===== src/rtl/zapper_shot_sequencer_if.sv =====
// Pin-side bundle between the zapper I/O, the video timing and the shot sequencer.
// The sequencer takes the slave side; whoever drives frames and pins takes the master side.
interface zapper_shot_sequencer_if;
    logic       frame_start;
    logic       active;
    logic       trigger_raw;
    logic       detect_raw;
    logic       game_active;
    logic       reload;
    logic [1:0] flash_mode;
    logic       shot_fired;
    logic       hit;
    logic       miss;
    logic [2:0] bullets_left;
    logic       out_of_ammo;
    logic       busy;

    modport master (
        output frame_start, active, trigger_raw, detect_raw, game_active, reload,
        input  flash_mode, shot_fired, hit, miss, bullets_left, out_of_ammo, busy
    );

    modport slave (
        input  frame_start, active, trigger_raw, detect_raw, game_active, reload,
        output flash_mode, shot_fired, hit, miss, bullets_left, out_of_ammo, busy
    );
endinterface


===== src/rtl/zapper_shot_sequencer.sv =====
// Light-gun shot sequencer: black frame(s), target flash frame(s), detect integration,
// hit/miss scoring and ammunition tracking, all stepped on frame boundaries.
module zapper_shot_sequencer #(
    parameter int BLACK_FRAMES  = 1,
    parameter int TARGET_FRAMES = 1,
    parameter int DETECT_MIN    = 16,
    parameter int MAX_BULLETS   = 7,
    parameter int CNT_W         = 16
) (
    input  logic                    clk,
    input  logic                    screen_reset,
    zapper_shot_sequencer_if.slave  bus
);
    typedef enum logic [1:0] {
        IDLE   = 2'd0,
        BLACK  = 2'd1,
        TARGET = 2'd2,
        HOLD   = 2'd3
    } state_t;

    localparam logic [3:0]       BLACK_LAST  = 4'(BLACK_FRAMES - 1);
    localparam logic [3:0]       TARGET_LAST = 4'(TARGET_FRAMES - 1);
    localparam logic [2:0]       FULL_LOAD   = 3'(MAX_BULLETS);
    localparam logic [CNT_W-1:0] DET_MIN     = CNT_W'(DETECT_MIN);

    state_t           state, state_nx;
    logic             trig_s1, trig_s, det_s1, det_s;
    logic             trig_prev, cheat;
    logic [3:0]       frame_cnt;
    logic [CNT_W-1:0] integ;
    logic [2:0]       bullets;
    logic             shot_q, hit_q, miss_q;
    logic             fire, score_hit, score_miss, reload_ok, trig_edge, frame_last;

    // NOTE: every output of this block gets a default first so no path leaves a latch.
    always_comb begin
        state_nx   = state;
        fire       = 1'b0;
        score_hit  = 1'b0;
        score_miss = 1'b0;
        trig_edge  = trig_s & ~trig_prev;
        reload_ok  = (state == IDLE) & bus.reload;
        frame_last = (state == BLACK) ? (frame_cnt == BLACK_LAST) : (frame_cnt == TARGET_LAST);
        case (state)
            IDLE: begin
                // A reload on the same frame_start swallows the edge.
                if (bus.frame_start && trig_edge && bus.game_active &&
                    bullets != 3'd0 && !bus.reload) begin
                    fire     = 1'b1;
                    state_nx = BLACK;
                end
            end
            BLACK: begin
                if (bus.frame_start) begin
                    if (!bus.game_active) state_nx = HOLD;
                    else if (frame_last)  state_nx = TARGET;
                end
            end
            TARGET: begin
                if (bus.frame_start) begin
                    if (!bus.game_active) begin
                        state_nx = HOLD;
                    end else if (frame_last) begin
                        state_nx = HOLD;
                        if (integ >= DET_MIN && !cheat) score_hit  = 1'b1;
                        else                            score_miss = 1'b1;
                    end
                end
            end
            HOLD: begin
                if (bus.frame_start && !trig_s) state_nx = IDLE;
            end
            default: state_nx = IDLE;
        endcase
    end

    // NOTE: all state updates are non-blocking so each flop sees the pre-edge values of the others.
    always_ff @(posedge clk or posedge screen_reset) begin
        if (screen_reset) begin
            state     <= IDLE;
            trig_s1   <= 1'b0;
            trig_s    <= 1'b0;
            det_s1    <= 1'b0;
            det_s     <= 1'b0;
            trig_prev <= 1'b0;
            cheat     <= 1'b0;
            frame_cnt <= '0;
            integ     <= '0;
            bullets   <= FULL_LOAD;
            shot_q    <= 1'b0;
            hit_q     <= 1'b0;
            miss_q    <= 1'b0;
        end else begin
            trig_s1 <= bus.trigger_raw;
            trig_s  <= trig_s1;
            det_s1  <= bus.detect_raw;
            det_s   <= det_s1;
            state   <= state_nx;
            shot_q  <= fire;
            hit_q   <= score_hit;
            miss_q  <= score_miss;

            if (bus.frame_start) trig_prev <= trig_s;

            if (reload_ok)  bullets <= FULL_LOAD;
            else if (fire)  bullets <= bullets - 3'd1;

            if (fire)
                frame_cnt <= '0;
            else if (bus.frame_start && (state == BLACK || state == TARGET))
                frame_cnt <= (state_nx != state) ? 4'd0 : frame_cnt + 4'd1;

            // Light during the black frame means the gun sees a lamp, not the screen.
            if (fire)
                cheat <= 1'b0;
            else if (state == BLACK && bus.active && det_s)
                cheat <= 1'b1;

            if (fire)
                integ <= '0;
            else if (state == TARGET && bus.active && det_s && integ != {CNT_W{1'b1}})
                integ <= integ + 1'b1;
        end
    end

    assign bus.flash_mode   = (state == BLACK)  ? 2'd1 :
                              (state == TARGET) ? 2'd2 : 2'd0;
    assign bus.busy         = (state != IDLE);
    assign bus.shot_fired   = shot_q;
    assign bus.hit          = hit_q;
    assign bus.miss         = miss_q;
    assign bus.bullets_left = bullets;
    assign bus.out_of_ammo  = (bullets == 3'd0);
endmodule


===== src/flat_wrapper.sv =====
// flat-port wrapper written by rule: the top's interface ports become plain ports
module zapper_shot_sequencer_flat 
#(
    parameter int BLACK_FRAMES  = 1,
    parameter int TARGET_FRAMES = 1,
    parameter int DETECT_MIN    = 16,
    parameter int MAX_BULLETS   = 7,
    parameter int CNT_W         = 16
)
  (clk, screen_reset, bus_frame_start, bus_active, bus_trigger_raw, bus_detect_raw, bus_game_active, bus_reload, bus_flash_mode, bus_shot_fired, bus_hit, bus_miss, bus_bullets_left, bus_out_of_ammo, bus_busy);
  zapper_shot_sequencer_if bus_i ();
  input  logic clk;
  input  logic screen_reset;
  input wire logic [$bits(bus_i.frame_start)-1:0] bus_frame_start;
  input wire logic [$bits(bus_i.active)-1:0] bus_active;
  input wire logic [$bits(bus_i.trigger_raw)-1:0] bus_trigger_raw;
  input wire logic [$bits(bus_i.detect_raw)-1:0] bus_detect_raw;
  input wire logic [$bits(bus_i.game_active)-1:0] bus_game_active;
  input wire logic [$bits(bus_i.reload)-1:0] bus_reload;
  output wire logic [$bits(bus_i.flash_mode)-1:0] bus_flash_mode;
  output wire logic [$bits(bus_i.shot_fired)-1:0] bus_shot_fired;
  output wire logic [$bits(bus_i.hit)-1:0] bus_hit;
  output wire logic [$bits(bus_i.miss)-1:0] bus_miss;
  output wire logic [$bits(bus_i.bullets_left)-1:0] bus_bullets_left;
  output wire logic [$bits(bus_i.out_of_ammo)-1:0] bus_out_of_ammo;
  output wire logic [$bits(bus_i.busy)-1:0] bus_busy;
  assign bus_i.frame_start = bus_frame_start;
  assign bus_i.active = bus_active;
  assign bus_i.trigger_raw = bus_trigger_raw;
  assign bus_i.detect_raw = bus_detect_raw;
  assign bus_i.game_active = bus_game_active;
  assign bus_i.reload = bus_reload;
  assign bus_flash_mode = bus_i.flash_mode;
  assign bus_shot_fired = bus_i.shot_fired;
  assign bus_hit = bus_i.hit;
  assign bus_miss = bus_i.miss;
  assign bus_bullets_left = bus_i.bullets_left;
  assign bus_out_of_ammo = bus_i.out_of_ammo;
  assign bus_busy = bus_i.busy;
  zapper_shot_sequencer #(.BLACK_FRAMES(BLACK_FRAMES), .TARGET_FRAMES(TARGET_FRAMES), .DETECT_MIN(DETECT_MIN), .MAX_BULLETS(MAX_BULLETS), .CNT_W(CNT_W)) u_core (.clk(clk), .screen_reset(screen_reset), .bus(bus_i));
endmodule

===== config.mk =====
export PLATFORM = sky130hd
export DESIGN_NAME = zapper_shot_sequencer_flat
export DESIGN_NICKNAME = d
export VERILOG_FILES = /design/src/rtl/zapper_shot_sequencer_if.sv /design/src/rtl/zapper_shot_sequencer.sv /design/src/flat_wrapper.sv
export SDC_FILE = /design/constraint.sdc
export NUM_CORES = 1
export LEC_CHECK = 0
export CAP_MARGIN = 5
export CORE_UTILIZATION = 40
export CTS_CLUSTER_DIAMETER = 40
export DETAILED_ROUTE_END_ITERATION = 6
export GPL_TIMING_DRIVEN = 0
export PLACE_DENSITY = 0.58
export SLEW_MARGIN = 20
export SYNTH_ARGS = -nofsm -noshare
export SYNTH_HDL_FRONTEND = slang
export SYNTH_SLANG_ARGS = --single-unit

===== constraint.sdc =====
create_clock -name clk -period 3.3 [get_ports clk]
set_input_delay 0.99 -clock clk [delete_from_list [all_inputs] [get_ports clk]]
set_output_delay 0.99 -clock clk [all_outputs]
set_load 0.05 [all_outputs]

==> metrics.json <==
{
  "syn2layout_area_growth": {"value": 16.4, "unit": "%"},
  "final_min_period_over_clock_period": {"value": 0.948},
  "worst_hold_path_type": {"value": "flip-flop to flip-flop"},
  "synth.area.top_cells": {"value": "sky130_fd_sc_hd__dfrtp_1 40%, sky130_fd_sc_hd__ha_1 7.1%, sky130_fd_sc_hd__xnor2_1 4.5%"},
  "timing_max_transition_violations_final": {"value": 0},
  "power_report.internal_total": {"value": 889, "unit": "uW"},
  "grt_start_max_net_pins": {"value": 35},
  "ys_warn_count": {"value": 0},
  "synth_fp_nets": {"value": 217},
  "post-synth-top-count-cell": {"value": "sky130_fd_sc_hd__dfrtp_1"},
  "number_of_flip_flops_and_latches_in_the_synthesized_netlist": {"value": 34},
  "timing.critical_path.mode_cell": {"value": "sky130_fd_sc_hd__inv_1"},
  "worst_skew_pair.late_latency": {"value": 0.28, "unit": "ns"},
  "worstSetupEndpointType": {"value": "output port"},
  "place.port_buffers": {"value": 16},
  "vias": {"value": 1502},
  "synth_cell_types": {"value": 50},
  "setup_viol_count_final": {"value": 0},
  "start_kind": {"value": "flip-flop"},
  "post_cts_hold_buffer_count": {"value": 0},
  "tightestPinTransition": {"value": 0.707, "unit": "ns"},
  "crit_path_max_fanout": {"value": 9},
  "routed_wl": {"value": 3820, "unit": "um"},
  "max-cap-violations": {"value": 0},
  "ys_async_sr_fraction": {"value": 1.00},
  "path_buf_inv": {"value": 3},
  "detailed_place.area": {"value": 0.00218, "unit": "mm^2"},
  "final_nets": {"value": 240},
  "post_cts_buffers": {"value": 0},
  "period_minus_slack": {"value": 3.13, "unit": "ns"},
  "syn_area": {"value": 0.00195, "unit": "mm^2"},
  "syn_avg_cell_area": {"value": 9.85, "unit": "um^2"},
  "required": {"value": 2.31, "unit": "ns"},
  "floorplan.rows": {"value": 25},
  "power.density": {"value": 652, "unit": "mW/mm^2"},
  "dp_hpwl": {"value": 2750, "unit": "um"},
  "htree_num_levels": {"value": 2},
  "synth.top_cell.area_share": {"value": 0.398},
  "globalRouteOverflowTotal": {"value": 0},
  "first_iter_violations": {"value": 127},
  "max-slew-margin-rel": {"value": 0.528},
  "power_frac_seq": {"value": 0.374},
  "finish.instance_area": {"value": 0.00227, "unit": "mm^2"},
  "via_count_of_the_first_global_routing_pass": {"value": 1520},
  "setup_total_negative_slack": {"value": 0, "unit": "ns"},
  "drive_above_1_share": {"value": 0.113},
  "die_area": {"value": 0.00516, "unit": "mm^2"},
  "drc": {"value": 0},
  "finalWeightedCongestion": {"value": 0.827},
  "crit_chain": {"value": "inv_1 -> ha_1 -> inv_1 -> clkdlybuf4s50_1"},
  "inserted_clock_buffers": {"value": 5},
  "ys_top_cells_by_count": {"value": "31 x sky130_fd_sc_hd__dfrtp_1, 23 x sky130_fd_sc_hd__nor2_1, 17 x sky130_fd_sc_hd__inv_1"},
  "grt_antenna_before_repair": {"value": 0},
  "run_status": {"value": "finished clean"},
  "die-width": {"value": 71.8, "unit": "um"},
  "cts.reportedPaths.clkPinSlew": {"value": 0.07, "unit": "ns"},
  "detail-route-antenna-nets": {"value": 0},
  "cts_repair_resize_count": {"value": 0},
  "power_switching": {"value": 590, "unit": "uW"},
  "initial_core_util": {"value": 0.415},
  "grt_util_all_layers": {"value": 0.172},
  "boundaryPins": {"value": 18},
  "clockPowerShare": {"value": 0.213},
  "n_antenna_cell": {"value": 0},
  "synth_cells": {"value": 198},
  "grt_first_pass_wirelength": {"value": 6800, "unit": "um"},
  "critPathArrivalTime": {"value": 2.14, "unit": "ns"},
  "worst_ir_drop_vdd": {"value": 0.386, "unit": "mV"},
  "unrepaired_setup_endpoints_after_global_routing": {"value": "false"},
  "critPathMaxStageDelay": {"value": 0.82, "unit": "ns"},
  "core-area": {"value": 0.00469, "unit": "mm^2"},
  "clkSinkCount": {"value": 34},
  "die-height": {"value": 71.8, "unit": "um"},
  "ctsRootBufferMaster": {"value": "sky130_fd_sc_hd__clkbuf_8"},
  "f_max": {"value": 320, "unit": "MHz"},
  "cts_tree": {"value": "yes"},
  "crit_path_top_delay_cell": {"value": "sky130_fd_sc_hd__clkdlybuf4s50_1"},
  "timing_worst_setup_path_type": {"value": "flip-flop to output port"},
  "p_total": {"value": 1.48, "unit": "mW"},
  "total_leakage_power": {"value": 0.994, "unit": "nW"},
  "skew": {"value": 0.00671, "unit": "ns"},
  "combPwrFrac": {"value": 0.412},
  "synth_enable_flop_cells": {"value": 0},
  "netlist.top_cell.by_area": {"value": "sky130_fd_sc_hd__dfrtp_1"},
  "clock_tree.buffer_depth": {"value": 2},
  "yosysSeqAreaShare": {"value": 0.438},
  "hold_violations": {"value": 0},
  "power.share.switching": {"value": 0.399},
  "route.detailed.wl_per_inst": {"value": 13.8, "unit": "um"},
  "drt_first_pass_iters": {"value": 4},
  "cpLargestDelayFamily": {"value": "buffers and inverters"},
  "postSynth.topFlopCell": {"value": "sky130_fd_sc_hd__dfrtp_1"},
  "routed_via_density": {"value": 5.44}
}
## final cells by class
cell class                      count  area, um^2
Fill cell                         441        2420
Tap cell                           54        67.6
Clock buffer                        7        86.3
Clock inverter                      1        5.00
Inverter                           17        63.8
Multi-Input combinational cell    141        1000
Sequential cell                    34         855
Timing Repair Buffer               16         160
Buffer                              6        30.0
## layer usage
metal  vias up  global-route usage  routed length [um]
li1        755                   -                   -
met1       708               0.219                1840
met2        34               0.279                1800
met3         5              0.0492                 141
met4         0              0.0632                  38
met5         -                   0                   0
## metrics by stage
stage	utilization	hold slack (ns)	std cells	worst slack, ns
global placement	0.464	0.337	268	0.204
finish	0.483	0.343	276	0.173
floorplan	-	0.331	198	0.450
CTS	0.483	0.345	276	0.182
global route	0.483	0.363	276	0.0539
detailed placement	0.464	0.335	268	0.216
## cells in the final DEF, fill, tap and decap left out, types with 8 or more instances in the layout
cell type and count:
sky130_fd_sc_hd__nand3_1 8, sky130_fd_sc_hd__a211oi_1 8, sky130_fd_sc_hd__inv_1 16, sky130_fd_sc_hd__nand2_1 11
sky130_fd_sc_hd__xnor2_1 10, sky130_fd_sc_hd__clkdlybuf4s50_1 16, sky130_fd_sc_hd__ha_1 11, sky130_fd_sc_hd__nor2_1 23
sky130_fd_sc_hd__a21oi_1 8, sky130_fd_sc_hd__dfrtp_1 31
## kinds of logic after synthesis
family          after synthesis  share of synthesized area
fa+ha+maj                    11                     0.0706
simple gates                 70                      0.202
mux                           1                    0.00513
flops                        34                      0.438
buf+inv                      23                     0.0481
compound gates               44                      0.168
xor+xnor                     15                     0.0674
## power groups by stage
| stage | clock (mW) | sequential (mW) | combinational [mW] |
|---|---|---|---|
| 6_report | 0.316 | 0.554 | 0.610 |
| 5_1_grt | 0.358 | 0.566 | 0.679 |
| 4_1_cts | 0.330 | 0.553 | 0.608 |
| 3_5_place_dp | 0 | 0.561 | 0.607 |
| 3_3_place_gp | 0 | 0.560 | 0.607 |
| 2_1_floorplan | 0 | 0.575 | 0.442 |
## final timing paths
kind                                                   startpoint                         endpoint  slack [ns]  depth (start not counted)
setup / recovery                        u_core.state[1]$_DFF_PP0_                         bus_busy        0.17                          4
hold / removal                            u_core.det_s1$_DFF_PP0_           u_core.det_s$_DFF_PP0_        0.34                          0
setup reg to reg           u_core.bus.bullets_left[0]$_DFFE_PP1P_      u_core.integ[3]$_DFFE_PP0P_        0.75                          8
hold reg to reg                           u_core.det_s1$_DFF_PP0_           u_core.det_s$_DFF_PP0_        0.34                          0
max in group asynchronous                            screen_reset     u_core.integ[14]$_DFFE_PP0P_        1.70                          2
min in group asynchronous                            screen_reset  u_core.frame_cnt[2]$_DFFE_PP0P_        1.14                          2
## worst register-to-register path, delay by kind of cell (launching register included)
kind	cells	cell delay, ns
flip-flops	1	0.56
AND/OR/NAND/NOR	3	0.94
adder cells (fa/ha/maj)	2	0.39
buffers and inverters	3	0.57
## registers in the layout (all words and copies together), names as in the netlist
signal	count
u_core.integ	16
u_core.trig_s1	1
u_core.cheat	1
u_core.bus.shot_fired	1
u_core.bus.hit	1
u_core.frame_cnt	4
u_core.det_s1	1
u_core.det_s	1
u_core.bus.bullets_left	3
u_core.trig_prev	1
u_core.bus.miss	1
u_core.state	2
u_core.trig_s	1
Power figures use the tool's default switching activity.
